$ cat src/rtl/mips_pkg.sv
// rtl/mips_pkg.sv - shared MIPS core widths, ALU op encoding and control bundle
package mips_pkg;

  localparam int REG_W  = 5;
  localparam int DATA_W = 32;

  typedef enum logic [3:0] {
    ALU_NOP = 4'd0,
    ALU_ADD = 4'd1,
    ALU_SUB = 4'd2,
    ALU_AND = 4'd3,
    ALU_OR  = 4'd4,
    ALU_XOR = 4'd5,
    ALU_NOR = 4'd6,
    ALU_SLT = 4'd7,
    ALU_SLL = 4'd8,
    ALU_SRL = 4'd9,
    ALU_SRA = 4'd10,
    ALU_LUI = 4'd11
  } alu_op_t;

  // All-zero is a bubble: nothing written, no memory access
  typedef struct packed {
    logic reg_write;
    logic mem_read;
    logic mem_write;
    logic mem_to_reg;
    logic alu_src;
    logic reg_dst;
  } ctrl_t;

endpackage

$ cat src/rtl/id_ex_if.sv
// rtl/id_ex_if.sv - ID-side inputs and EX-side outputs of the ID/EX pipeline register
interface id_ex_if #(
  parameter int DATA_W = mips_pkg::DATA_W,
  parameter int REG_W  = mips_pkg::REG_W,
  parameter int CNT_W  = 16
);
  import mips_pkg::*;

  logic              flush;
  logic [REG_W-1:0]  id_rs, id_rt, id_rd;
  logic [DATA_W-1:0] id_rs_data, id_rt_data, id_imm;
  alu_op_t           id_alu_op;
  logic              id_reg_write, id_mem_read, id_mem_write;
  logic              id_mem_to_reg, id_alu_src, id_reg_dst;

  logic [REG_W-1:0]  ex_rs, ex_rt, ex_dst;
  logic [DATA_W-1:0] ex_rs_data, ex_rt_data, ex_imm;
  alu_op_t           ex_alu_op;
  logic              ex_reg_write, ex_mem_read, ex_mem_write;
  logic              ex_mem_to_reg, ex_alu_src;
  logic              stall;
  logic [CNT_W-1:0]  stall_count;

  modport master (
    output flush, id_rs, id_rt, id_rd, id_rs_data, id_rt_data, id_imm, id_alu_op,
           id_reg_write, id_mem_read, id_mem_write, id_mem_to_reg, id_alu_src, id_reg_dst,
    input  ex_rs, ex_rt, ex_dst, ex_rs_data, ex_rt_data, ex_imm, ex_alu_op,
           ex_reg_write, ex_mem_read, ex_mem_write, ex_mem_to_reg, ex_alu_src,
           stall, stall_count
  );

  modport slave (
    input  flush, id_rs, id_rt, id_rd, id_rs_data, id_rt_data, id_imm, id_alu_op,
           id_reg_write, id_mem_read, id_mem_write, id_mem_to_reg, id_alu_src, id_reg_dst,
    output ex_rs, ex_rt, ex_dst, ex_rs_data, ex_rt_data, ex_imm, ex_alu_op,
           ex_reg_write, ex_mem_read, ex_mem_write, ex_mem_to_reg, ex_alu_src,
           stall, stall_count
  );

endinterface

$ cat src/rtl/id_ex_stage_load_use_detect.sv
// rtl/id_ex_stage_load_use_detect.sv - combinational load-use hazard: load in EX feeds ID source
module load_use_detect #(
  parameter int REG_W = 5
) (
  input  logic             ex_mem_read,
  input  logic [REG_W-1:0] ex_dst,
  input  logic [REG_W-1:0] id_rs,
  input  logic [REG_W-1:0] id_rt,
  output logic             hz
);

  // $zero is never a real producer
  assign hz = ex_mem_read & (ex_dst != '0) & ((ex_dst == id_rs) | (ex_dst == id_rt));

endmodule

$ cat src/rtl/id_ex_stage.sv
// rtl/id_ex_stage.sv - ID/EX pipeline register with load-use stall and bubble counter
// Optional feature macro: LOAD_USE_STALL_EN (hazard stall + stall_count); otherwise flush-only bubbles.
module id_ex_stage #(
  parameter int DATA_W = mips_pkg::DATA_W,
  parameter int REG_W  = mips_pkg::REG_W,
  parameter int CNT_W  = 16
) (
  input  logic    clk,
  input  logic    rst,
  id_ex_if.slave  bus
);
  import mips_pkg::*;

`ifdef LOAD_USE_STALL_EN
  localparam bit STALL_EN = 1'b1;
`else
  localparam bit STALL_EN = 1'b0;
`endif

  logic  hz;
  logic  bubble;
  ctrl_t id_ctrl;
  ctrl_t cap_ctrl;

  load_use_detect #(.REG_W(REG_W)) u_load_use_detect (
    .ex_mem_read (bus.ex_mem_read),
    .ex_dst      (bus.ex_dst),
    .id_rs       (bus.id_rs),
    .id_rt       (bus.id_rt),
    .hz          (hz)
  );

  // Flush wins over the hazard: a squashed instruction is never held
  assign bus.stall = STALL_EN & hz & ~bus.flush;
  assign bubble    = bus.flush | (STALL_EN & hz);

  assign id_ctrl = '{
    reg_write:  bus.id_reg_write,
    mem_read:   bus.id_mem_read,
    mem_write:  bus.id_mem_write,
    mem_to_reg: bus.id_mem_to_reg,
    alu_src:    bus.id_alu_src,
    reg_dst:    bus.id_reg_dst
  };
  assign cap_ctrl = bubble ? ctrl_t'('0) : id_ctrl;

  // Index/data fields load ID values even on a bubble; they are don't-care there
  always_ff @(posedge clk or posedge rst) begin
    if (rst) begin
      bus.ex_rs         <= {REG_W{1'b0}};
      bus.ex_rt         <= {REG_W{1'b0}};
      bus.ex_dst        <= {REG_W{1'b0}};
      bus.ex_rs_data    <= {DATA_W{1'b0}};
      bus.ex_rt_data    <= {DATA_W{1'b0}};
      bus.ex_imm        <= {DATA_W{1'b0}};
      bus.ex_alu_op     <= ALU_NOP;
      bus.ex_reg_write  <= 1'b0;
      bus.ex_mem_read   <= 1'b0;
      bus.ex_mem_write  <= 1'b0;
      bus.ex_mem_to_reg <= 1'b0;
      bus.ex_alu_src    <= 1'b0;
    end else begin
      bus.ex_rs         <= bus.id_rs;
      bus.ex_rt         <= bus.id_rt;
      bus.ex_dst        <= cap_ctrl.reg_dst ? bus.id_rd : bus.id_rt;
      bus.ex_rs_data    <= bus.id_rs_data;
      bus.ex_rt_data    <= bus.id_rt_data;
      bus.ex_imm        <= bus.id_imm;
      bus.ex_alu_op     <= bubble ? ALU_NOP : bus.id_alu_op;
      bus.ex_reg_write  <= cap_ctrl.reg_write;
      bus.ex_mem_read   <= cap_ctrl.mem_read;
      bus.ex_mem_write  <= cap_ctrl.mem_write;
      bus.ex_mem_to_reg <= cap_ctrl.mem_to_reg;
      bus.ex_alu_src    <= cap_ctrl.alu_src;
    end
  end

`ifdef LOAD_USE_STALL_EN
  always_ff @(posedge clk or posedge rst) begin
    if (rst) begin
      bus.stall_count <= {CNT_W{1'b0}};
    end else if (bus.stall && (bus.stall_count != {CNT_W{1'b1}})) begin
      bus.stall_count <= bus.stall_count + {{(CNT_W-1){1'b0}}, 1'b1};
    end
  end
`else
  assign bus.stall_count = {CNT_W{1'b0}};
`endif

endmodule

$ cat src/flat_wrapper.sv
// flat-port wrapper written by rule: the top's interface ports become plain ports
module id_ex_stage_flat import mips_pkg::*;
#(
  parameter int DATA_W = mips_pkg::DATA_W,
  parameter int REG_W  = mips_pkg::REG_W,
  parameter int CNT_W  = 16
)
  (clk, rst, bus_flush, bus_id_rs, bus_id_rt, bus_id_rd, bus_id_rs_data, bus_id_rt_data, bus_id_imm, bus_id_alu_op, bus_id_reg_write, bus_id_mem_read, bus_id_mem_write, bus_id_mem_to_reg, bus_id_alu_src, bus_id_reg_dst, bus_ex_rs, bus_ex_rt, bus_ex_dst, bus_ex_rs_data, bus_ex_rt_data, bus_ex_imm, bus_ex_alu_op, bus_ex_reg_write, bus_ex_mem_read, bus_ex_mem_write, bus_ex_mem_to_reg, bus_ex_alu_src, bus_stall, bus_stall_count);
  id_ex_if #(.DATA_W(DATA_W), .REG_W(REG_W), .CNT_W(CNT_W)) bus_i ();
  input  logic clk;
  input  logic rst;
  input wire logic [$bits(bus_i.flush)-1:0] bus_flush;
  input wire logic [$bits(bus_i.id_rs)-1:0] bus_id_rs;
  input wire logic [$bits(bus_i.id_rt)-1:0] bus_id_rt;
  input wire logic [$bits(bus_i.id_rd)-1:0] bus_id_rd;
  input wire logic [$bits(bus_i.id_rs_data)-1:0] bus_id_rs_data;
  input wire logic [$bits(bus_i.id_rt_data)-1:0] bus_id_rt_data;
  input wire logic [$bits(bus_i.id_imm)-1:0] bus_id_imm;
  input wire logic [$bits(bus_i.id_alu_op)-1:0] bus_id_alu_op;
  input wire logic [$bits(bus_i.id_reg_write)-1:0] bus_id_reg_write;
  input wire logic [$bits(bus_i.id_mem_read)-1:0] bus_id_mem_read;
  input wire logic [$bits(bus_i.id_mem_write)-1:0] bus_id_mem_write;
  input wire logic [$bits(bus_i.id_mem_to_reg)-1:0] bus_id_mem_to_reg;
  input wire logic [$bits(bus_i.id_alu_src)-1:0] bus_id_alu_src;
  input wire logic [$bits(bus_i.id_reg_dst)-1:0] bus_id_reg_dst;
  output wire logic [$bits(bus_i.ex_rs)-1:0] bus_ex_rs;
  output wire logic [$bits(bus_i.ex_rt)-1:0] bus_ex_rt;
  output wire logic [$bits(bus_i.ex_dst)-1:0] bus_ex_dst;
  output wire logic [$bits(bus_i.ex_rs_data)-1:0] bus_ex_rs_data;
  output wire logic [$bits(bus_i.ex_rt_data)-1:0] bus_ex_rt_data;
  output wire logic [$bits(bus_i.ex_imm)-1:0] bus_ex_imm;
  output wire logic [$bits(bus_i.ex_alu_op)-1:0] bus_ex_alu_op;
  output wire logic [$bits(bus_i.ex_reg_write)-1:0] bus_ex_reg_write;
  output wire logic [$bits(bus_i.ex_mem_read)-1:0] bus_ex_mem_read;
  output wire logic [$bits(bus_i.ex_mem_write)-1:0] bus_ex_mem_write;
  output wire logic [$bits(bus_i.ex_mem_to_reg)-1:0] bus_ex_mem_to_reg;
  output wire logic [$bits(bus_i.ex_alu_src)-1:0] bus_ex_alu_src;
  output wire logic [$bits(bus_i.stall)-1:0] bus_stall;
  output wire logic [$bits(bus_i.stall_count)-1:0] bus_stall_count;
  assign bus_i.flush = bus_flush;
  assign bus_i.id_rs = bus_id_rs;
  assign bus_i.id_rt = bus_id_rt;
  assign bus_i.id_rd = bus_id_rd;
  assign bus_i.id_rs_data = bus_id_rs_data;
  assign bus_i.id_rt_data = bus_id_rt_data;
  assign bus_i.id_imm = bus_id_imm;
  assign bus_i.id_alu_op = bus_id_alu_op;
  assign bus_i.id_reg_write = bus_id_reg_write;
  assign bus_i.id_mem_read = bus_id_mem_read;
  assign bus_i.id_mem_write = bus_id_mem_write;
  assign bus_i.id_mem_to_reg = bus_id_mem_to_reg;
  assign bus_i.id_alu_src = bus_id_alu_src;
  assign bus_i.id_reg_dst = bus_id_reg_dst;
  assign bus_ex_rs = bus_i.ex_rs;
  assign bus_ex_rt = bus_i.ex_rt;
  assign bus_ex_dst = bus_i.ex_dst;
  assign bus_ex_rs_data = bus_i.ex_rs_data;
  assign bus_ex_rt_data = bus_i.ex_rt_data;
  assign bus_ex_imm = bus_i.ex_imm;
  assign bus_ex_alu_op = bus_i.ex_alu_op;
  assign bus_ex_reg_write = bus_i.ex_reg_write;
  assign bus_ex_mem_read = bus_i.ex_mem_read;
  assign bus_ex_mem_write = bus_i.ex_mem_write;
  assign bus_ex_mem_to_reg = bus_i.ex_mem_to_reg;
  assign bus_ex_alu_src = bus_i.ex_alu_src;
  assign bus_stall = bus_i.stall;
  assign bus_stall_count = bus_i.stall_count;
  id_ex_stage #(.DATA_W(DATA_W), .REG_W(REG_W), .CNT_W(CNT_W)) u_core (.clk(clk), .rst(rst), .bus(bus_i));
endmodule
$ cat config.mk
export PLATFORM = sky130hd
export DESIGN_NAME = id_ex_stage_flat
export DESIGN_NICKNAME = d
export VERILOG_FILES = /design/src/rtl/mips_pkg.sv /design/src/rtl/id_ex_if.sv /design/src/rtl/id_ex_stage_load_use_detect.sv /design/src/rtl/id_ex_stage.sv /design/src/flat_wrapper.sv
export SDC_FILE = /design/constraint.sdc
export NUM_CORES = 1
export LEC_CHECK = 0
export CORE_MARGIN = 2
export CORE_UTILIZATION = 29
export DETAILED_ROUTE_END_ITERATION = 10
export HOLD_SLACK_MARGIN = 0.05
export PLACE_DENSITY_LB_ADDON = 0.08
export SKIP_CTS_REPAIR_TIMING = 1
export SLEW_MARGIN = 20
export SYNTH_ARGS = -nofsm -noshare
export SYNTH_HDL_FRONTEND = slang
export SYNTH_SLANG_ARGS = --single-unit
$ cat constraint.sdc
create_clock -name clk -period 4.4 [get_ports clk]
set_clock_uncertainty 0.2 [all_clocks]
set_input_delay 0.88 -clock clk [delete_from_list [all_inputs] [get_ports clk]]
set_output_delay 0.88 -clock clk [all_outputs]
set_load 0.05 [all_outputs]
==> results by group <==
Routing
  • 1st-iter DRT viols: 95
  • Vias: roughly 2200
  • TritonRoute pass-1 iters: 4
  • Total Wirelength: around 9000 um
  • # DRC: 0
  • WL per Instance: ~16 um
  • Vias/cell: about 3.9
  • Post-route antenna net violation count: 0

Placed design
  • Port Buf Inserts: around 240
  • Setup Slack @ Placement: approximately 2.0 ns
  • Detailed Place HPWL: ~7000 um
  • DP Area: approximately 5900 um^2
  • Gpl congestion: approximately 0.77

Clocking
  • Worst-path clk slew: roughly 0.050 ns
  • Root Buffer: clkbuf_16
  • Num CTS Buffers: 17
  • CTS tree: built
  • Sink Count: 120
  • CTS max path bufs: 2
  • H-tree Lvls: 4

GRT
  • GR Overflow Total: 0
  • Total track usage: between 10% and 20%
  • Initial antenna violation count: 0
  • Largest net degree at the start of global routing: between 60 and 70
  • Number of global-route vias before repair: roughly 2400
  • First-pass GRT wire length: between 10000 and 15000 um

Synth
  • Sequential fraction of the synthesis area: between 90% and 100%
  • Syn Inst Count: roughly 150
  • Cell with the most instances after synthesis: dfrtp_1
  • Ys async rst share: 100%
  • Post-Syn Area per Cell: approximately 21 um^2
  • Post-synth EDFFs: 0
  • Synth Register Bits: 120
  • Top cell type's share of synthesized area: between 90% and 100%
  • Ys Warns: 0
  • Largest area contributor in the netlist: dfrtp_1
  • Main synth FF type: dfrtp_1
  • Post-Syn Area: approximately 3300 um^2
  • Netlist cell types: 7
  • Synth top area cells: dfrtp_1 91%, buf_4 3.9%, and2b_2 2.4%
  • Synth top cells by count: 120 x dfrtp_1, 17 x buf_4, 9 x and2b_2, 5 x mux2_4

Timing
  • Fin worst setup slack: 1.76 ns
  • Max Slew Vio Count: 0
  • Min cycle time layout: about 2.6 ns
  • Worst-Margin Slew: around 0.67 ns
  • Final TNS setup: 0 ns
  • RSZ-0062 raised after global routing: false
  • Fin crit share: between 50% and 60%
  • Fmax: 379 MHz
  • # setup viols final: 0
  • Final hold violations: 0
  • Worst relative slew slack: a little under three fifths

Pwr
  • Leak: approximately 2.8 nW
  • Max IR drop VDD: between 0.0002 and 0.0003 V
  • Tot Pwr: just under 3 mW
  • Pwr dens: 461 nW/um^2

Cells and area
  • # fillers: 889
  • Diode count: 0
  • Biggest regs: u_core.bus.ex_imm: 32 flops, u_core.bus.ex_rs_data: 32 flops, u_core.bus.ex_rt_data: 32 flops
  • Area Overhead vs Synth: 94.5%
  • Final #Nets: 540
  • Layout cell share with drive strength beyond 1: 10.7%
  • Final Cell Area: 6430 um^2

Critical path
  • Startpoint types: flop
  • Cell family contributing the most delay on the critical path: buffers and inverters
  • Critical Path Max Stage Delay: around 0.81 ns
  • CP required: 3.32 ns
  • Setup CP Type: reg -> out
  • Crit-path max FO: 1
  • Worst path cell trace: clkdlybuf4s50_1
  • CP Data Arrival Time: roughly 1.6 ns
  • Worst path bufs/invs: 1
  • Crit end category: output port
  • Slowest CP cell: clkdlybuf4s50_1

Status
  • Status: complete, no violations

Min path
  • Worst Hold Class: in -> reg

Die
  • # IOs: between 200 and 300
  • Initial Util: a little under a third
  • Die Wd: ~110 um
  • Core area: 11000 um^2
  • Row Count: 38
  • Die Y: ~110 um
  • Die area: approximately 12000 um^2

Flow run
  • Max cap viols: 0
stage by stage:
| stage | instances | util, % | hold WS [ns] |
|---|---|---|---|
| global route | 569 | 58.5 | 0.691 |
| floorplan | 170 | - | 0.711 |
| finish | 569 | 58.5 | 0.712 |
| detailed placement | 537 | 53.4 | 1.13 |
| global placement | 537 | 53.4 | 1.12 |
| CTS | 569 | 58.5 | 0.694 |
path summary, 6_finish.rpt:
check                                    start                         to  slack, ns  cells past startpoint
worst max-delay path       u_core.bus.ex_rs[4]               bus_ex_rs[4]       1.76                      1
worst min-delay path        bus_id_rt_data[26]  u_core.bus.ex_rt_data[26]       0.71                      1
max in group asynchronous                  rst  u_core.bus.ex_rs_data[31]       2.48                      3
min in group asynchronous                  rst       u_core.bus.ex_imm[4]       0.73                      2
logic make-up after synthesis:
group                  after synthesis  synth area share [%]
flip-flops                         120                  90.8
buffers and inverters               18                  3.97
AND/OR/NAND/NOR                     10                  2.80
multiplexers                         5                  2.27
other                                1                 0.113
power breakdown:
part,switching (mW),total (mW),internal [mW],leakage [nW]
Combinational,0.309,0.509,0.200,1.12
Clock,0.448,1.28,0.830,0.276
Sequential,0.0152,1.18,1.16,1.41
Total,0.772,2.96,2.19,2.80
layout make-up:
| class | count | area [um^2] | area share [%] |
|---|---|---|---|
| tap | 140 | 175 | 2.72 |
| multi-input combinational | 32 | 231 | 3.60 |
| clock inverter | 8 | 70.1 | 1.09 |
| timing repair buffer | 244 | 2450 | 38.1 |
| inverter | 1 | 6.26 | 0.0973 |
| sequential | 120 | 3000 | 46.7 |
| clock buffer | 24 | 492 | 7.65 |
layout by cell type (no fill, tap or decap), types with 2 or more instances in the layout:
master and n:
clkbuf_16 17, clkbuf_8 4, clkdlybuf4s50_1 243, clkinv_2 5
clkbuf_1 3, dfrtp_1 120, clkinvlp_4 2, conb_1 17
mux2_4 5, and2b_2 9
layer usage:
| metal | up-vias | global-route usage (%) | routed length [um] | share of wire, % |
|---|---|---|---|---|
| li1 | 970 | - | - | - |
| met1 | 1046 | 15.2 | 3040 | 34 |
| met2 | 175 | 24.9 | 4470 | 50 |
| met3 | 13 | 10.3 | 1260 | 14 |
| met4 | 0 | 7.75 | 224 | 2.5 |
| met5 | - | 0 | 0 | 0 |
No activity file was read; power rests on OpenSTA's default activity.
